<file path="src/rtl/cnt_arbiter_pkg.sv">
// Shared types and constants for the counting arbiter.
package cnt_arbiter_pkg;

    // Default width of the shared counter and of each length field.
    localparam int unsigned DefaultWidth = 3;

    // Job sequencing: grant, clear the counter, count to target, signal completion.
    typedef enum logic [1:0] {
        StIdle  = 2'd0,
        StClear = 2'd1,
        StRun   = 2'd2,
        StDone  = 2'd3
    } state_e;

endpackage

</file>
<file path="src/rtl/cnt_core.sv">
// W-bit counter with full clear, soft clear of the two low bits, and increment enable.
module cnt_core
    import cnt_arbiter_pkg::*;
#(
    parameter int unsigned W = DefaultWidth
) (
    input  logic         clk,
    input  logic         rst,
    input  logic         en,
    input  logic         clr,
    input  logic         rnd,
    output logic [W-1:0] count
);

    localparam logic [W-1:0] LowMask = W'(3);

    logic [W-1:0] count_q, count_d;

    // Next count: clr zeroes everything; while enabled, rnd drops bits [1:0], else increment.
    always_comb begin
        count_d = count_q;
        if (clr) begin
            count_d = '0;
        end else if (en) begin
            if (rnd) begin
                count_d = count_q & ~LowMask;
            end else begin
                count_d = count_q + W'(1);
            end
        end
    end

    // Counter register with synchronous reset.
    always_ff @(posedge clk) begin
        if (rst) begin
            count_q <= '0;
        end else begin
            count_q <= count_d;
        end
    end

    assign count = count_q;

endmodule

</file>
<file path="src/rtl/cnt_arbiter.sv">
// Two-requester round-robin arbiter that runs a shared counter up to the
// granted requester's length, then pulses done back to that requester.
module cnt_arbiter
    import cnt_arbiter_pkg::*;
#(
    parameter int unsigned W = DefaultWidth
) (
    input  logic         clk,
    input  logic         rst,
    input  logic [1:0]   req,
    input  logic [W-1:0] len0,
    input  logic [W-1:0] len1,
    input  logic         hold,
    input  logic         rnd,
    output logic [1:0]   gnt,
    output logic [1:0]   done,
    output logic         busy,
    output logic [W-1:0] count
);

    state_e       state_q, state_d;
    logic [1:0]   gnt_q, gnt_d;
    logic [1:0]   done_q, done_d;
    logic [W-1:0] tgt_q, tgt_d;
    logic         ptr_q, ptr_d;
    logic         sel_q, sel_d;

    logic         pick;
    logic         match;
    logic         run;
    logic         cnt_en;
    logic         cnt_clr;

    // Tie goes to ptr; a lone request wins regardless of ptr.
    assign pick    = (req == 2'b11) ? ptr_q : req[1];
    assign run     = (state_q == StRun);
    assign match   = (count == tgt_q);
    // Target match outranks hold and rnd, so a zero-length job exits untouched.
    assign cnt_en  = run && !match && !hold;
    assign cnt_clr = (state_q == StClear);

    // FSM next-state, grant, target latch and completion pulse.
    always_comb begin
        state_d = state_q;
        gnt_d   = gnt_q;
        tgt_d   = tgt_q;
        ptr_d   = ptr_q;
        sel_d   = sel_q;
        done_d  = 2'b00;
        unique case (state_q)
            StIdle: begin
                if (|req) begin
                    sel_d   = pick;
                    tgt_d   = pick ? len1 : len0;
                    gnt_d   = pick ? 2'b10 : 2'b01;
                    state_d = StClear;
                end
            end
            StClear: begin
                state_d = StRun;
            end
            StRun: begin
                if (match) begin
                    gnt_d   = 2'b00;
                    done_d  = sel_q ? 2'b10 : 2'b01;
                    ptr_d   = ~sel_q;
                    state_d = StDone;
                end
            end
            StDone: begin
                state_d = StIdle;
            end
            default: begin
                state_d = StIdle;
            end
        endcase
    end

    // State registers; reset wins over everything and aborts any job without done.
    always_ff @(posedge clk) begin
        if (rst) begin
            state_q <= StIdle;
            gnt_q   <= 2'b00;
            done_q  <= 2'b00;
            tgt_q   <= '0;
            ptr_q   <= 1'b0;
            sel_q   <= 1'b0;
        end else begin
            state_q <= state_d;
            gnt_q   <= gnt_d;
            done_q  <= done_d;
            tgt_q   <= tgt_d;
            ptr_q   <= ptr_d;
            sel_q   <= sel_d;
        end
    end

    cnt_core #(
        .W(W)
    ) u_core (
        .clk  (clk),
        .rst  (rst),
        .en   (cnt_en),
        .clr  (cnt_clr),
        .rnd  (rnd),
        .count(count)
    );

    assign gnt  = gnt_q;
    assign done = done_q;
    assign busy = (state_q != StIdle);

endmodule

</file>
<file path="config.mk">
export PLATFORM = sky130hd
export DESIGN_NAME = cnt_arbiter
export DESIGN_NICKNAME = d
export VERILOG_FILES = /design/src/rtl/cnt_arbiter_pkg.sv /design/src/rtl/cnt_core.sv /design/src/rtl/cnt_arbiter.sv
export SDC_FILE = /design/constraint.sdc
export NUM_CORES = 1
export LEC_CHECK = 0
export BUFFER_PORTS_ARGS = -buffer_cell sky130_fd_sc_hd__buf_2
export CAP_MARGIN = 15
export CORE_AREA = 2 2 39 41
export CTS_BUF_LIST = sky130_fd_sc_hd__clkbuf_8
export CTS_CLUSTER_SIZE = 30
export DETAILED_ROUTE_END_ITERATION = 6
export DIE_AREA = 0 0 41 43
export MAX_ROUTING_LAYER = met4
export PLACE_DENSITY_LB_ADDON = 0.25
export SLEW_MARGIN = 25
export SYNTH_ARGS = -nofsm -noshare
export SYNTH_HDL_FRONTEND = slang
export SYNTH_SLANG_ARGS = --single-unit
</file>
<file path="constraint.sdc">
create_clock -name clk -period 3 [get_ports clk]
set_clock_uncertainty 0.1 [all_clocks]
set_input_delay 0.15 -clock clk [delete_from_list [all_inputs] [get_ports clk]]
set_output_delay 0.15 -clock clk [all_outputs]
set_load 0.05 [all_outputs]
</file>
==> impl_metrics.toml <==
[grt]
first_global_vias = 578
grt_start_max_net_pins = 16
overflow = 0
grt_pass1_wl_mm = 2.32
antenna_found_initial = 0
grtUsageTotal_pct = 20.1

[clock_tree]
cts-resized-gates = 0
clk_path_buf_depth = 2
cts_tree = "yes"
path_clk_slew_ps = 60
cts-buffers-inserted = 3
insertion_delay_ps = 240
cts_hold_buf = 0
cts_setup_buffers = 0
cts_sinks = 14
cts-root-buf = "clkbuf_8"
htreeDepth = 1

[yosys]
ys.flop_type = "dfxtp_1"
synth_most_common_cell = "dfxtp_1"
synth_seq_cells = 14
synth_nets = 97
ys_types = 25
synth_enable_flop_cells = 0
synth_area_leader_cell = "dfxtp_1"
syn_inst = 80
yosys.area.top_type_share_pct = 38.8
syn_avg_cell_area_sq_um = 9.04
async_flop_share_pct = 0
yosys_warnings = 0
ys_top_cells_by_count = "dfxtp_1 (14), nor2_1 (9), a21oi_1 (6), mux2i_1 (6)"
synth_area_leaders = "dfxtp_1 (39%), ha_1 (8.7%), mux2i_1 (8.3%)"
synth_seq_area_share_pct = 38.8
syn-cell-area_sq_um = 723

[worst_setup_path]
reg2reg_depth = 5
critPathArrivalTime_ps = 1690
critPathTopFamily = "simple AND/OR/NAND/NOR gates"
path_depth = 5
cp-start-kind = "flip-flop"
cp_slowest_cell = "nor3b_1"
critPathBufInv = 1
cpPeakStageDelay_ps = 440
cp_cell_sequence = "inv_1, ha_1, nor3b_1, a21oi_1, o21a_1"
worstSetupEndpointType = "flip-flop"
regToRegSetupSlack_ps = 1360
critPathMaxFanout = 5
required_ps = 3040
path_class = "reg2reg"
rr_startpoint = "state_q[0]"
timing.rr.end = "state_q[0]"

[sta]
hold_slack_ps = 109
fmax_ghz = 0.608
rsz0062_at_grt = "false"
min_period_ps = 1640
worstMarginPinSlew_ps = 467
finalCritPeriodShare_pct = 54.8
finalHoldViolCount = 0
setup_violations = 0
slew_headroom_pct = 68.8
setup_ws_ps = 1360
finalSetupTns_ps = 0
drv_slew = 0

[floorplanning]
fp-row-count = 14
pin_count = 20
start_util_pct = 52.3
core_region_area_sq_um = 1380
dieArea_sq_um = 1760
die_x_um = 41
die_h_um = 43

[cells_and_area]
layout.nets = 120
fin_util_pct = 64.3
area_growth_pct = 23.0
final_cells = 118
drive_above_1_share_pct = 24.5
final_cell_area_sq_um = 890
antenna_cells = 0

[route]
routedWlPerCell_um = 11.7
first_pass_iters = 4
routed_via_density = 5.42
routed_wl_mm = 1.38
drcViolationCount = 0
drtIter0Drc = 12
vias = 640
ant_nets = 0

[power_and_ir_drop]
finalPower_uw = 780
total_leakage_power_nw = 0.390
power_density_nw_per_um2 = 876
ir_worst_vdd_mv = 0.626

[min_path]
min_path_type = "in2reg"
hold_start = "rnd"
holdPathEnd = "u_core.count[1]"
hold_depth = 3

[placement]
io_buffers = 19
dp.cells = 114
dp_hpwl_mm = 1.02
pre_cts_ws_ps = 1350
gp_congestion = 0.702
placed_cell_area_sq_um = 835

[flow_run]
drv_cap = 0

[outcome]
status = "completed"
-- how the worst max path moves through the flow --
stage,start,end,slack (ps)
after floorplan,u_core.count[0],u_core.count[0],1310
after global placement,state_q[0],state_q[0],1400
after detailed placement,state_q[0],state_q[0],1350
after CTS,state_q[1],state_q[0],1370
after global routing,state_q[0],state_q[0],1190
final,state_q[0],state_q[0],1360
-- metal layers --
metal / GRT usage, % / up-vias / share of wire [%]
li1: - / 326 / -
met1: 23.7 / 294 / 46
met2: 29.7 / 14 / 47
met3: 4.71 / 6 / 3.8
met4: 12.0 / 0 / 2.6
met5: - / - / 0
-- report_power, final --
| part | switching, mW | total [mW] | internal (mW) |
|---|---|---|---|
| logic | 0.223 | 0.343 | 0.120 |
| clock network | 0.0669 | 0.183 | 0.116 |
| registers | 0.0257 | 0.254 | 0.228 |
| total | 0.315 | 0.780 | 0.464 |
-- registers in the layout, summed over array words and instances, names as in the netlist --
signal and flops:
ptr_q 1, tgt_q 3, u_core.count 3, sel_q 1, done 2, state_q 2, gnt 2
-- final cells by class --
class	count	area [sq um]
multi-input cells	60	420
inverters	5	18.8
well taps	16	20.0
repair buffers	19	95.1
fillers	117	494
flip-flops and latches	14	280
clock buffers	4	55.1
-- worst reg2reg max path, cell delays in order, from the launching register on --
cell and delay [ps]:
dfxtp_1 320, inv_1 100, ha_1 240, nor3b_1 440
a21oi_1 150, o21a_1 200
-- cell usage in the layout, fill, tap and decap left out, types with 3 or more instances in the layout --
master    count
inv_1         5
buf_2        19
clkbuf_8      4
a211oi_1      3
nand2b_1      5
a21oi_1       6
xnor2_1       4
mux2i_1       6
ha_1          5
dfxtp_1      14
nor3_1        5
nor2_1        9
-- cells by family after synthesis --
group | synth area share [%]
buffers and inverters | 3.11
muxes | 8.30
DFF | 38.8
xor gates and xnor gates | 4.84
and+or+nand+nor | 19.6
adders and majority gates | 8.65
AOI/OAI and AO/OA | 16.8
Note: power is estimated with default switching activity, not from simulation.
